--- src/rtl/timer_counter_if.sv ---
// Bridge-side bus for one timer slot: word address, write strobe/data, read data and IRQ.
// Purely wiring; no storage, no backpressure (writes always accepted in one cycle).
interface timer_counter_if;
  logic [29:0] Addr;
  logic        WE;
  logic [31:0] Din;
  logic [31:0] Dout;
  logic        IRQ;

  modport master (output Addr, output WE, output Din, input Dout, input IRQ);
  modport slave  (input Addr, input WE, input Din, output Dout, output IRQ);
endinterface

--- src/rtl/timer_counter.sv ---
// Memory-mapped countdown timer: CTRL/PRESET/COUNT registers, one-shot or periodic IRQ.
// Writes land on the next edge, reads are combinational; never stalls the bridge.
module timer_counter (
  input  logic           clk,
  input  logic           reset,
  timer_counter_if.slave bus
);

  typedef enum logic [1:0] {
    IDLE = 2'd0,
    LOAD = 2'd1,
    CNT  = 2'd2,
    INT  = 2'd3
  } state_t;

  state_t      r_state;
  logic [3:0]  r_ctrl;
  logic [31:0] r_preset;
  logic [31:0] r_count;
  logic        r_irq_flag;

  logic [1:0]  w_sel;
  logic        w_en;
  logic [1:0]  w_mode;
  logic        w_im;
  logic        w_wr_ctrl;
  logic        w_wr_pre;
  logic [31:0] w_dout;
  logic        w_unused_addr;

  assign w_sel         = bus.Addr[1:0];
  assign w_unused_addr = &{1'b0, bus.Addr[29:2]};
  assign w_en          = r_ctrl[0];
  assign w_mode        = r_ctrl[2:1];
  assign w_im          = r_ctrl[3];
  assign w_wr_ctrl     = bus.WE && (w_sel == 2'b00);
  assign w_wr_pre      = bus.WE && (w_sel == 2'b01);

  always_ff @(posedge clk) begin
    if (reset) begin
      r_state    <= IDLE;
      r_ctrl     <= 4'd0;
      r_preset   <= 32'd0;
      r_count    <= 32'd0;
      r_irq_flag <= 1'b0;
    end else begin
      if (w_wr_ctrl) r_ctrl <= bus.Din[3:0];
      if (w_wr_pre)  r_preset <= bus.Din;
      if (w_wr_ctrl || w_wr_pre) r_irq_flag <= 1'b0;

      // Later assignments below win: a terminal count sets the flag over a same-edge clear.
      case (r_state)
        IDLE: if (w_en) r_state <= LOAD;
        LOAD: begin
          r_count <= r_preset;
          r_state <= CNT;
        end
        CNT: begin
          if (!w_en) begin
            r_state <= IDLE;
          end else if (r_count > 32'd1) begin
            r_count <= r_count - 32'd1;
          end else begin
            r_count    <= 32'd0;
            r_irq_flag <= 1'b1;
            r_state    <= INT;
          end
        end
        INT: begin
          r_state <= IDLE;
          if (w_mode == 2'b01) begin
            r_irq_flag <= 1'b0;
          end else if (!w_wr_ctrl) begin
            // A CTRL write on this same edge keeps the value software asked for.
            r_ctrl[0] <= 1'b0;
          end
        end
        default: r_state <= IDLE;
      endcase
    end
  end

  always_comb begin
    w_dout = 32'd0;
    case (w_sel)
      2'b00:   w_dout = {28'd0, r_ctrl};
      2'b01:   w_dout = r_preset;
      2'b10:   w_dout = r_count;
      default: w_dout = 32'd0;
    endcase
  end

  assign bus.Dout = w_dout;
  assign bus.IRQ  = w_im & r_irq_flag;

endmodule
--- src/flat_wrapper.sv ---
// flat-port wrapper written by rule: the top's interface ports become plain ports
module timer_counter_flat 
  (clk, reset, bus_Addr, bus_WE, bus_Din, bus_Dout, bus_IRQ);
  timer_counter_if bus_i ();
  input  logic clk;
  input  logic reset;
  input wire logic [$bits(bus_i.Addr)-1:0] bus_Addr;
  input wire logic [$bits(bus_i.WE)-1:0] bus_WE;
  input wire logic [$bits(bus_i.Din)-1:0] bus_Din;
  output wire logic [$bits(bus_i.Dout)-1:0] bus_Dout;
  output wire logic [$bits(bus_i.IRQ)-1:0] bus_IRQ;
  assign bus_i.Addr = bus_Addr;
  assign bus_i.WE = bus_WE;
  assign bus_i.Din = bus_Din;
  assign bus_Dout = bus_i.Dout;
  assign bus_IRQ = bus_i.IRQ;
  timer_counter u_core (.clk(clk), .reset(reset), .bus(bus_i));
endmodule
--- config.mk ---
export PLATFORM = sky130hd
export DESIGN_NAME = timer_counter_flat
export DESIGN_NICKNAME = d
export VERILOG_FILES = /design/src/rtl/timer_counter_if.sv /design/src/rtl/timer_counter.sv /design/src/flat_wrapper.sv
export SDC_FILE = /design/constraint.sdc
export NUM_CORES = 1
export LEC_CHECK = 0
export CAP_MARGIN = 20
export CELL_PAD_IN_SITES_DETAIL_PLACEMENT = 1
export CELL_PAD_IN_SITES_GLOBAL_PLACEMENT = 1
export CORE_UTILIZATION = 41
export DETAILED_ROUTE_END_ITERATION = 10
export DONT_BUFFER_PORTS = 1
export HOLD_SLACK_MARGIN = 0.1
export PLACE_DENSITY = 0.85
export SYNTH_ARGS = -nofsm -noshare
export SYNTH_HDL_FRONTEND = slang
export SYNTH_SLANG_ARGS = --single-unit
--- constraint.sdc ---
create_clock -name clk -period 2.55 [get_ports clk]
set_clock_uncertainty 0.1 [all_clocks]
set_input_delay 0.6375 -clock clk [delete_from_list [all_inputs] [get_ports clk]]
set_output_delay 0.6375 -clock clk [all_outputs]
set_load 0.02 [all_outputs]
Word level (Yosys, flattened, before mapping). Cells that the tools add are included. Widths: inputs -> output; s select.

Bits in writable memories: 0. Bits in read-only memories: 0. Register bits after elaboration: 71. Logic and storage cells: 43. Bits in latches: 0. Memories kept: 0. Output and inout port bits: 33. Bits of input ports: 65.

Reductions and logical operators: 8. Bitwise gates (word level): 1. $add $sub $neg: 1. $lt $le $gt $ge: 1. Equal/unequal tests: 9. Div/mod/pow operators: 0. Shift-type cells: 0. Multipliers: 0. Multiplexer cells: 17.

Operators with widths (number): $pmux 32 s3 (1); $mux 32 (2); $pmux 32 s2 (1); $gt 32x1->1 const B (1); $sub 32x1->32 const B (1); $mux 1 (8); $pmux 2 s4 (1); $eq 2x1->1 const B (3); $eq 2x2->1 const B (3); $mux 2 (3); $logic_not 2->1 (2); $ne 2x1->1 const B (2); $reduce_and 2->1 (2); $ne 3x3->1 const B (1); $logic_and 1x1->1 (2); $pmux 1 s2 (1); $reduce_bool 2->1 (1); $and 1x1->1 (1); $logic_or 1x1->1 (1).

Logic depth before layout (Yosys ltp). Gate-level depths: netlist (run 1).

Word-level depth: 7. Depth in mapped cells: 8.

Worst setup path before layout (run 1). Ideal clock, no wire load.

Path type: input to output. Start point: in bus_Addr[0]. End point: out bus_Dout[10]. Data required time: 1.812 ns. Arrival: 1.992 ns. Path slack: -0.179 ns. Stages on the path: 5. Cell sequence: clkbuf_1 nor2b_1 clkbuf_1 clkbuf_1 a22o_1.

Cells in the longest elaborated chain, start to end: 2. Elaborated cells on any way between the ends: 4.

Ends and longest elaborated chain: from (decl) (RTL line flat_wrapper.sv:7) `input wire logic [$bits(bus_i.Addr)-1:0] bus_Addr;`; $eq 2x2->1 (tied with other cells) (RTL line timer_counter.sv:85) `case (w_sel)`; $pmux 32 s3 (*) (RTL line timer_counter.sv:85); to (decl) (RTL line flat_wrapper.sv:10) `output wire logic [$bits(bus_i.Dout)-1:0] bus_Dout;`.

Mark *: on every way between the ends. The rest lies on a longest branch, timed or not.

Worst setup path in the final report (run 1).
Start point: reg u_core.r_count[25]. End point: reg u_core.r_count[9].

Cells in the longest elaborated chain, start to end: 4.

Ends and longest elaborated chain: from (decl) (RTL line timer_counter.sv:19) `logic [31:0] r_count;`; from (signal assigned) (RTL line timer_counter.sv:55) `r_count <= r_preset;`; from (signal assigned) (RTL line timer_counter.sv:62) `r_count <= r_count - 32'd1;`; $gt 32x1->1 (RTL line timer_counter.sv:61) `end else if (r_count > 32'd1) begin`; $mux 32 (RTL line timer_counter.sv:61); $mux 32 (RTL line timer_counter.sv:59) `if (!w_en) begin`; $pmux 32 s2 (RTL line timer_counter.sv:52) `case (r_state)`.

No other way between the ends. The select of a mux whose other input is x is not followed. A chain may end at the register's enable or synchronous reset.

==> insert_results.sql, run 1 <==
INSERT INTO impl_metrics (metric_group, metric, value, unit) VALUES
('outcome', 'outcome', 'complete, no violations', ''),
('finish', 'antenna-diode-count', '0', ''),
('setup_path', 'rr_worst_depth', '6', ''),
('detailed_routing', 'detail_route.drc_violations', '0', ''),
('setup_path', 'timing_worst_setup_path_type', 'register to register', ''),
('synth', 'synthCells', '525', ''),
('die', 'floorplan.core_area', '9370', 'um2'),
('synth', 'synth_area_leader_cell', 'sky130_fd_sc_hd__dfxtp_1', ''),
('sta', 'number_of_endpoints_failing_setup_at_the_final_stage', '0', ''),
('die', 'num_rows', '35', ''),
('synth', 'yosys_most_used_dff', 'sky130_fd_sc_hd__dfxtp_1', ''),
('synth', 'post_synth_most_frequent_cells', 'sky130_fd_sc_hd__nand2_1, sky130_fd_sc_hd__dfxtp_1, sky130_fd_sc_hd__a21oi_1, sky130_fd_sc_hd__clkbuf_1, sky130_fd_sc_hd__a22o_1', ''),
('finish', 'stdcell_area', '4480', 'um2'),
('synth', 'postSynth.asyncResetShare', '0', '%'),
('clock_network', 'clock-sinks', '71', ''),
('die', 'io_pins', '98', ''),
('synth', 'avgSynthCellArea', '7.68', 'um2'),
('detailed_routing', 'drt-total-wl', '13900', 'um'),
('clock_network', 'cts.clk_slew.worst_paths', '0.09', 'ns'),
('sta', 'setup_tns', '0', 'ns'),
('placed_design', 'dp_worst_setup_slack', '0.0388', 'ns'),
('setup_path', 'critical-path-max-stage-delay', '0.58', 'ns'),
('finish', 'post_layout_nets', '588', ''),
('setup_path', 'cp.required', '2.68', 'ns'),
('power_and_ir_drop', 'power.total', '2.47', 'mW'),
('detailed_routing', 'dr.pass1.iters', '5', ''),
('power_and_ir_drop', 'power.net_switching', '0.677', 'mW'),
('synth', 'synth.yosys.warnings', '0', ''),
('sta', 'final.period_utilization', '96.3', '%'),
('detailed_routing', 'dr.first_iter.drc_count', '360', ''),
('power_and_ir_drop', 'cellPowerDensity', '550', 'nW/um2'),
('clock_network', 'clock_tree.buffer_depth', '2', ''),
('die', 'die_y', '101', 'um'),
('detailed_routing', 'route.vias.total', '4195', ''),
('sta', 'fin_crit', '2.46', 'ns'),
('sta', 'timing.slew.headroom', '51.2', '%'),
('power_and_ir_drop', 'pwr-share-clk', '41.7', '%'),
('synth', 'synth_top_area_share', '35.3', '%'),
('setup_path', 'timing.critical_path.slowest_stage_cell', 'sky130_fd_sc_hd__nor4_1', ''),
('placed_design', 'dp.final_hpwl', '9060', 'um'),
('clock_network', 'cts_hold_repair.buffers', '0', ''),
('placed_design', 'postPlaceCellArea', '4230', 'um2'),
('synth', 'synth.net_count', '592', ''),
('detailed_routing', 'antenna_violating_nets_post_route', '0', ''),
('min_path', 'holdPathStages', '1', ''),
('synth', 'ys_seq_elements', '71', ''),
('power_and_ir_drop', 'p_leak', '1.64', 'nW'),
('die', 'die_area', '10200', 'um2'),
('global_route', 'maximum_number_of_pins_on_one_net_before_global_route_repair', '71', ''),
('clock_network', 'tritoncts', 'built', ''),
('sta', 'worst_slack', '0.0938', 'ns'),
('synth', 'yosysSeqAreaShare', '35.3', '%'),
('sta', 'timing.hold.ws', '0.239', 'ns'),
('placed_design', 'place_congestion', '0.923', ''),
('global_route', 'grt_usage', '27.4', '%'),
('flow_run', 'max-cap-violations', '0', ''),
('finish', 'drive_above_1_share', '12.2', '%'),
('global_route', 'antenna_found_initial', '0', ''),
('power_and_ir_drop', 'sequentialPowerShare', '47.1', '%'),
('finish', 'area_growth', '11.3', '%'),
('global_route', 'grt_pass1_wl', '21700', 'um'),
('die', 'floorplan.initialDensity', '43.0', '%'),
('power_and_ir_drop', 'ir_worst_vdd', '0.000276', 'V'),
('finish', 'filler_cell_count', '1175', ''),
('synth', 'synth.distinct_cells', '58', ''),
('clock_network', 'clock_tree.root_cell', 'sky130_fd_sc_hd__clkbuf_8', ''),
('synth', 'synth_top_cells_by_area', 'sky130_fd_sc_hd__dfxtp_1, sky130_fd_sc_hd__nand2_1, sky130_fd_sc_hd__a21oi_1', ''),
('power_and_ir_drop', 'internal_power_component', '1.79', 'mW'),
('die', 'die_width', '101', 'um'),
('detailed_routing', 'route.detailed.vias_per_inst', '6.40', ''),
('setup_path', 'crit_chain', 'nor4_1 -> nand4_1 -> o31a_4 -> buf_4 -> o21ai_0 -> a31oi_1', '');
==> cell families after synthesis <==
family	after synthesis	synth area share, %
AND/OR/NAND/NOR	222	27.9
multiplexers	11	2.79
flip-flops	71	35.3
adder cells (fa/ha/maj)	2	0.621
AO/OA/AOI/OAI	167	27.3
buffers and inverters	52	6.05
==> timing repair <==
| action | CTS | global route |
|---|---|---|
| pin swaps | 0 | 2 |
| buffers inserted | 0 | 2 |
| endpoints found under the setup margin | 1 | 5 |
| gates cloned | 0 | 0 |
| resized for setup | 1 | 2 |
==> critical path: cells and delay by family, from the launching register on <==
kind | cells | cell delay, ns
simple gates | 2 | 0.89
compound gates | 3 | 0.76
flops | 1 | 0.38
buf+inv | 1 | 0.21
==> stage by stage <==
step / util [%] / cells
6_report: 47.9 / 655
2_1_floorplan: - / 525
3_5_place_dp: 45.1 / 637
5_1_grt: 47.9 / 655
3_3_place_gp: 45.1 / 637
4_1_cts: 47.6 / 653
==> registers in the layout, summed over array words and instances, names as in the netlist <==
| name | flops |
|---|---|
| u_core.r_irq_flag | 1 |
| u_core.r_preset | 32 |
| u_core.r_state | 2 |
| u_core.r_count | 32 |
| u_core.r_ctrl | 4 |
==> layer usage <==
metal | track usage, % | wire, um | vias up
li1 | - | - | 1940
met1 | 35.7 | 5900 | 2048
met2 | 44.1 | 6600 | 171
met3 | 5.80 | 975 | 36
met4 | 11.6 | 408 | 0
met5 | 0 | 0 | -
==> cells in the final DEF (no fill, tap or decap), types with 3 or more instances in the layout <==
cell type,count
sky130_fd_sc_hd__nand2_1,96
sky130_fd_sc_hd__dfxtp_1,71
sky130_fd_sc_hd__a21oi_1,50
sky130_fd_sc_hd__a22o_1,28
sky130_fd_sc_hd__buf_4,28
sky130_fd_sc_hd__o21ai_0,25
sky130_fd_sc_hd__nor2_1,24
sky130_fd_sc_hd__nor4_1,23
sky130_fd_sc_hd__a31oi_1,17
sky130_fd_sc_hd__nand3_1,16
sky130_fd_sc_hd__nand2b_1,13
sky130_fd_sc_hd__mux2i_1,9
sky130_fd_sc_hd__clkbuf_8,9
sky130_fd_sc_hd__o21a_1,8
sky130_fd_sc_hd__nor3_1,7
sky130_fd_sc_hd__o22ai_1,7
sky130_fd_sc_hd__nand4_1,6
sky130_fd_sc_hd__o211ai_1,6
sky130_fd_sc_hd__inv_1,5
sky130_fd_sc_hd__and2_1,5
sky130_fd_sc_hd__o31a_1,5
sky130_fd_sc_hd__and3_1,5
sky130_fd_sc_hd__or4_1,3
sky130_fd_sc_hd__a221oi_1,3
sky130_fd_sc_hd__or3_1,3
sky130_fd_sc_hd__buf_12,3
==> area by class of cell <==
| type | instances | area [um2] | share of cell area (%) |
|---|---|---|---|
| clock buffer | 9 | 124 | 2.76 |
| tap | 129 | 161 | 3.60 |
| timing repair buffer | 31 | 270 | 6.03 |
| clock inverter | 7 | 97.6 | 2.18 |
| multi-input combinational | 402 | 2390 | 53.2 |
| sequential | 71 | 1420 | 31.7 |
| inverter | 6 | 22.5 | 0.502 |
==> power groups by stage <==
| stage | sequential, mW | combinational [mW] | clock (mW) |
|---|---|---|---|
| 6_report | 1.16 | 0.276 | 1.03 |
| 5_1_grt | 1.16 | 0.300 | 1.08 |
| 4_1_cts | 1.16 | 0.266 | 1.03 |
| 3_5_place_dp | 1.19 | 0.260 | 0 |
| 3_3_place_gp | 1.18 | 0.248 | 0 |
| 2_1_floorplan | 1.17 | 0.197 | 0 |
==> path summary, 6_finish.rpt <==
| kind | slack, ns | end | startpoint |
|---|---|---|---|
| worst min register to register | 0.38 | u_core.r_preset[7] | u_core.r_preset[7] |
| worst max-delay path | 0.09 | u_core.r_count[9] | u_core.r_count[25] |
| worst min-delay path | 0.24 | u_core.r_count[19] | reset |
| worst max register to register | 0.09 | u_core.r_count[9] | u_core.r_count[25] |
No activity file was read; power rests on OpenSTA's default activity.
==> run 2, diff against run 1 <==
Settings changed: BUFFER_PORTS_ARGS from default to -buffer_cell sky130_fd_sc_hd__buf_4, CORE_UTILIZATION 41 to 35, DONT_BUFFER_PORTS 1 to default, PLACE_DENSITY 0.85 to 0.86.
==> run 2 against run 1 <==
Against the previous run:
- total power is 21% higher
- utilization decreased by 0.91 points
- critical path depth up 2
- setup slack lost 0.050 ns
- sequential power about the same
- clock-buffer cell count is 1 higher
- critical path type unchanged
==> insert_results.sql, run 2 (same netlist as run 1, synthesis figures left out) <==
INSERT INTO impl_metrics (metric_group, metric, value, unit) VALUES
('outcome', 'outcome', 'complete, no violations', ''),
('sta', 'number_of_endpoints_failing_setup_at_the_final_stage', '0', ''),
('setup_path', 'maximum_fanout_encountered_on_the_critical_timing_path', '5', ''),
('setup_path', 'start_kind', 'register', ''),
('placed_design', 'place_congestion', '0.881', ''),
('sta', 'finalHoldViolations', '0', ''),
('clock_network', 'num_cts_buffers', '9', ''),
('clock_network', 'cts_post_setup_buffers_inserted', '0', ''),
('clock_network', 'clock-sinks', '71', ''),
('detailed_routing', 'post_drt_wl_per_cell', '20.8', 'um'),
('die', 'num_rows', '38', ''),
('finish', 'most_common_library_cell_in_the_layout_ignoring_fill_and_taps', 'sky130_fd_sc_hd__buf_4', ''),
('finish', 'biggestRegsByFlops', 'u_core.r_count (32), u_core.r_preset (32), u_core.r_ctrl (4)', ''),
('finish', 'mostFrequentLayoutCells', 'sky130_fd_sc_hd__buf_4, sky130_fd_sc_hd__nand2_1, sky130_fd_sc_hd__dfxtp_1', ''),
('finish', 'antenna-diode-count', '0', ''),
('sta', 'timing.hold.ws', '0.380', 'ns'),
('detailed_routing', 'dr.pass1.iters', '5', ''),
('sta', 'final.period_utilization', '98.3', '%'),
('die', 'io_pins', '98', ''),
('power_and_ir_drop', 'p_leak', '2.07', 'nW'),
('finish', 'post_layout_nets', '662', ''),
('global_route', 'grt_pass1_wl', '24300', 'um'),
('detailed_routing', 'route.detailed.vias_per_inst', '6.20', ''),
('global_route', 'grt_usage', '26.6', '%'),
('min_path', 'hp-class', 'register to register', ''),
('setup_path', 'timing_worst_setup_path_type', 'register to register', ''),
('setup_path', 'worst_setup_path_startpoint', 'u_core.r_count[1]', ''),
('sta', 'worst_slack', '0.0443', 'ns'),
('die', 'floorplan.core_area', '11000', 'um2'),
('die', 'die_area', '11900', 'um2'),
('clock_network', 'worst_skew_pair.late_latency', '0.34', 'ns'),
('finish', 'area_growth', '28.5', '%'),
('min_path', 'hp-start', 'u_core.r_preset[23]', ''),
('detailed_routing', 'drt-total-wl', '15400', 'um'),
('clock_network', 'tritoncts', 'built', ''),
('die', 'die_y', '109', 'um'),
('die', 'floorplan.initialDensity', '36.5', '%'),
('clock_network', 'cts-htree-levels', '3', ''),
('sta', 'fmaxAchievable', '399', 'MHz'),
('power_and_ir_drop', 'cellPowerDensity', '575', 'nW/um2'),
('setup_path', 'cp.required', '2.71', 'ns'),
('global_route', 'first_global_vias', '4656', ''),
('sta', 'timing.slew.headroom', '62.6', '%'),
('setup_path', 'minimum_setup_slack_among_reg_to_reg_paths', '0.04', 'ns'),
('power_and_ir_drop', 'ir_worst_vdd', '0.000268', 'V'),
('clock_network', 'clock_tree.buffer_depth', '2', ''),
('detailed_routing', 'dr.first_iter.drc_count', '326', ''),
('clock_network', 'cts.clk_slew.worst_paths', '0.06', 'ns'),
('sta', 'fin_crit', '2.51', 'ns'),
('placed_design', 'buffer_ports.inserted', '69', ''),
('die', 'die_width', '109', 'um'),
('detailed_routing', 'detail_route.drc_violations', '0', ''),
('clock_network', 'cts_repair_resize_count', '0', ''),
('setup_path', 'r2r_start', 'u_core.r_count[1]', ''),
('finish', 'drive_above_1_share', '23.2', '%'),
('clock_network', 'cts_hold_repair.buffers', '0', ''),
('finish', 'postLayoutCoreUtil', '46.9', '%'),
('clock_network', 'clock_tree.root_cell', 'sky130_fd_sc_hd__clkbuf_16', ''),
('global_route', 'overall_overflow_remaining_after_global_route', '0', ''),
('sta', 'worst_slew_pin_slew', '0.556', 'ns'),
('detailed_routing', 'antenna_violating_nets_post_route', '0', ''),
('placed_design', 'dp_worst_setup_slack', '0.0929', 'ns'),
('placed_design', 'dp.final_hpwl', '10100', 'um'),
('global_route', 'maximum_number_of_pins_on_one_net_before_global_route_repair', '40', ''),
('setup_path', 'critPathArrivalTime', '2.66', 'ns'),
('flow_run', 'max-cap-violations', '0', ''),
('global_route', 'antenna_found_initial', '0', ''),
('sta', 'number_of_pins_exceeding_their_max_slew_limit_in_the_final_report', '0', ''),
('setup_path', 'crit_path_end_kind', 'register', ''),
('detailed_routing', 'route.vias.total', '4585', '');
## run 2: report_power, final
part           switching, mW  internal (mW)  leakage [nW]
clock                  0.504          0.954         0.166
combinational          0.207          0.150          1.33
sequential            0.0302           1.13         0.575
total                  0.741           2.24          2.07
## run 2: worst max-delay path, cell delays in order (launching register included)
cell and delay (ns):
sky130_fd_sc_hd__dfxtp_1 0.34, sky130_fd_sc_hd__inv_1 0.11, sky130_fd_sc_hd__ha_1 0.18, sky130_fd_sc_hd__nor3b_1 0.21, sky130_fd_sc_hd__buf_4 0.17, sky130_fd_sc_hd__nand4_4 0.14, sky130_fd_sc_hd__or4_4 0.52, sky130_fd_sc_hd__or4b_1 0.48
sky130_fd_sc_hd__a31oi_1 0.18
## run 2: stage by stage
stage | area (um2) | total power [mW] | setup TNS, ns | cells
final | 5180 | 2.98 | 0 | 740
after global routing | 5180 | 3.06 | -0.104 | 740
after CTS | 5140 | 2.97 | 0 | 740
after detailed placement | 4800 | 1.52 | 0 | 724
after global placement | 4800 | 1.51 | 0 | 724
after floorplan | 4030 | 1.37 | 0 | 525
## run 2: routing by layer
layer | global-route usage [%] | up-vias | routed length, um
met2 | 43.9 | 216 | 7310
met3 | 3.85 | 57 | 1030
met5 | 0 | - | 0
met4 | 13.5 | 0 | 556
met1 | 33.6 | 2234 | 6530
li1 | - | 2078 | -
## run 2: worst paths after layout
path / cells past startpoint / to
setup / recovery: 8 / u_core.r_count[22]
hold / removal: 2 / u_core.r_preset[23]
setup reg to reg: 8 / u_core.r_count[22]
hold reg to reg: 2 / u_core.r_preset[23]
## run 2: cell type report
type,count,area (um2)
fill,1361,5850
multi-input combinational,402,2410
sequential,71,1420
timing repair buffer,105,813
clock buffer,10,229
tap,140,175
clock inverter,6,109
inverter,6,22.5
==> run 3, diff against run 2 <==
Settings changed: MAX_ROUTING_LAYER from default to met4.
==> run 3 against run 2 <==
Against the previous run:
- combinational power hardly changed
- total power is essentially flat
- clock-buffer cell count is the same
- setup slack better by 0.0025 ns
- first-iteration DRC count is 1.2% higher
- design area did not move
- fmax is essentially flat
- global-route usage grew 0.82 points
- highest routed layer unchanged
==> insert_results.sql, run 3 (same netlist as run 1, synthesis figures left out) <==
INSERT INTO impl_metrics (metric_group, metric, value, unit) VALUES
('sta', 'fmaxAchievable', '399', 'MHz'),
('die', 'die_width', '109', 'um'),
('min_path', 'holdPathStages', '2', ''),
('die', 'num_rows', '38', ''),
('clock_network', 'tritoncts', 'built', ''),
('detailed_routing', 'dr.first_iter.drc_count', '330', ''),
('global_route', 'grt_pass1_wl', '24400', 'um'),
('global_route', 'maximum_number_of_pins_on_one_net_before_global_route_repair', '40', ''),
('detailed_routing', 'post_drt_wl_per_cell', '20.8', 'um'),
('finish', 'postLayoutCoreUtil', '46.9', '%'),
('global_route', 'antenna_found_initial', '0', ''),
('placed_design', 'place_congestion', '0.896', ''),
('clock_network', 'cts.clk_slew.worst_paths', '0.06', 'ns'),
('flow_run', 'max-cap-violations', '0', ''),
('power_and_ir_drop', 'ir_worst_vdd', '0.000265', 'V'),
('setup_path', 'endpoint_of_the_lowest_slack_register_to_register_path', 'u_core.r_count[22]', ''),
('setup_path', 'critPathArrivalTime', '2.66', 'ns'),
('clock_network', 'clock-sinks', '71', ''),
('clock_network', 'clock_tree.root_cell', 'sky130_fd_sc_hd__clkbuf_16', ''),
('min_path', 'worstHoldEndpoint', 'u_core.r_preset[2]', ''),
('die', 'die_y', '109', 'um'),
('sta', 'timing.slew.headroom', '60.3', '%'),
('finish', 'most_common_library_cell_in_the_layout_ignoring_fill_and_taps', 'sky130_fd_sc_hd__buf_4', ''),
('clock_network', 'worst_skew_pair.late_latency', '0.34', 'ns'),
('setup_path', 'rr_worst_depth', '8', ''),
('setup_path', 'maximum_fanout_encountered_on_the_critical_timing_path', '5', ''),
('min_path', 'hp-start', 'u_core.r_preset[2]', ''),
('die', 'die_area', '11900', 'um2'),
('detailed_routing', 'route.vias.total', '4654', ''),
('clock_network', 'cts_hold_repair.buffers', '0', ''),
('detailed_routing', 'dr.pass1.iters', '5', ''),
('setup_path', 'r2r_start', 'u_core.r_count[1]', ''),
('power_and_ir_drop', 'power.total', '2.98', 'mW'),
('clock_network', 'clock_tree.buffer_depth', '2', ''),
('setup_path', 'crit_path_end_kind', 'register', ''),
('finish', 'drive_above_1_share', '23.2', '%'),
('detailed_routing', 'detail_route.drc_violations', '0', ''),
('finish', 'mostFrequentLayoutCells', 'sky130_fd_sc_hd__buf_4, sky130_fd_sc_hd__nand2_1, sky130_fd_sc_hd__dfxtp_1', ''),
('placed_design', 'dp.final_hpwl', '10100', 'um'),
('global_route', 'grt_usage', '27.4', '%'),
('detailed_routing', 'antenna_violating_nets_post_route', '0', ''),
('sta', 'timing.hold.ws', '0.380', 'ns'),
('finish', 'antenna-diode-count', '0', ''),
('finish', 'post_layout_nets', '662', ''),
('power_and_ir_drop', 'cellPowerDensity', '576', 'nW/um2'),
('clock_network', 'cts-htree-levels', '3', ''),
('setup_path', 'minimum_setup_slack_among_reg_to_reg_paths', '0.05', 'ns'),
('sta', 'worst_slew_pin_slew', '0.590', 'ns'),
('setup_path', 'timing_worst_setup_path_type', 'register to register', ''),
('sta', 'finalHoldViolations', '0', ''),
('sta', 'final.period_utilization', '98.2', '%'),
('outcome', 'outcome', 'complete, no violations', ''),
('die', 'floorplan.initialDensity', '36.5', '%'),
('sta', 'number_of_pins_exceeding_their_max_slew_limit_in_the_final_report', '0', ''),
('detailed_routing', 'drt-total-wl', '15400', 'um'),
('sta', 'number_of_endpoints_failing_setup_at_the_final_stage', '0', ''),
('setup_path', 'start_kind', 'register', ''),
('finish', 'biggestRegsByFlops', 'u_core.r_count (32), u_core.r_preset (32), u_core.r_ctrl (4)', ''),
('clock_network', 'num_cts_buffers', '9', ''),
('die', 'floorplan.core_area', '11000', 'um2'),
('detailed_routing', 'route.detailed.vias_per_inst', '6.29', ''),
('power_and_ir_drop', 'p_leak', '2.07', 'nW'),
('sta', 'fin_crit', '2.50', 'ns'),
('global_route', 'first_global_vias', '4660', ''),
('setup_path', 'cp.required', '2.71', 'ns'),
('global_route', 'overall_overflow_remaining_after_global_route', '0', ''),
('die', 'io_pins', '98', ''),
('min_path', 'hp-class', 'register to register', ''),
('finish', 'area_growth', '28.5', '%'),
('placed_design', 'buffer_ports.inserted', '69', '');
==> run 3: cell counts in the layout (fill, tap and decap cells not counted) <==
Identical to the previous run, type by type.
==> run 3: through the flow <==
stage,setup slack (ns),setup TNS (ns),instance area [um2],instances
4_1_cts,0.0191,0,5140,740
5_1_grt,-0.0370,-0.105,5180,740
3_5_place_dp,0.0929,0,4800,724
2_1_floorplan,0.0234,0,4030,525
3_3_place_gp,0.169,0,4800,724
6_report,0.0468,0,5180,740
==> run 3: worst max path at each step <==
stage                                 start                  to  slack (ns)  cells past startpoint
after floorplan                 bus_Addr[0]        bus_Dout[10]        0.02                      5
after global placement    u_core.r_count[1]  u_core.r_count[22]        0.17                      8
after detailed placement  u_core.r_count[1]  u_core.r_count[26]        0.09                      7
after CTS                 u_core.r_count[1]  u_core.r_count[14]        0.02                      8
after global routing      u_core.r_count[1]  u_core.r_count[22]       -0.04                      8
final                     u_core.r_count[1]  u_core.r_count[22]        0.05                      8
==> run 3: final cells by class <==
cell class              count  area (um2)
repair buffers            105         813
clock inverters             6         109
fillers                  1361        5850
well taps                 140         175
clock buffers              10         229
multi-input cells         402        2410
flip-flops and latches     71        1420
inverters                   6        22.5
==> run 3: power breakdown <==
group	switching, mW	internal, mW	total, mW	leakage, nW
Clock	0.506	0.954	1.46	0.166
Combinational	0.207	0.150	0.357	1.33
Sequential	0.0300	1.13	1.16	0.575
==> run 3: routing by layer <==
metal	track usage (%)	up-vias	part of all wire [%]
li1	-	2084	-
met1	33.8	2273	42
met2	43.9	230	48
met3	3.79	67	6.9
met4	13.5	0	3.6
met5	-	-	0
==> run 3: worst max-delay path: stages, from the launching register on <==
cell,delay (ns)
sky130_fd_sc_hd__dfxtp_1,0.34
sky130_fd_sc_hd__inv_1,0.11
sky130_fd_sc_hd__ha_1,0.18
sky130_fd_sc_hd__nor3b_1,0.21
sky130_fd_sc_hd__buf_4,0.18
sky130_fd_sc_hd__nand4_4,0.14
sky130_fd_sc_hd__or4_4,0.52
sky130_fd_sc_hd__or4b_1,0.48
sky130_fd_sc_hd__a31oi_1,0.17
==> run 3: what timing repair did <==
item / CTS / global route
setup endpoints to repair: 0 / 16
setup buffers: 0 / 0
gates resized for setup: 0 / 6
endpoints found under the hold margin: 0 / 0
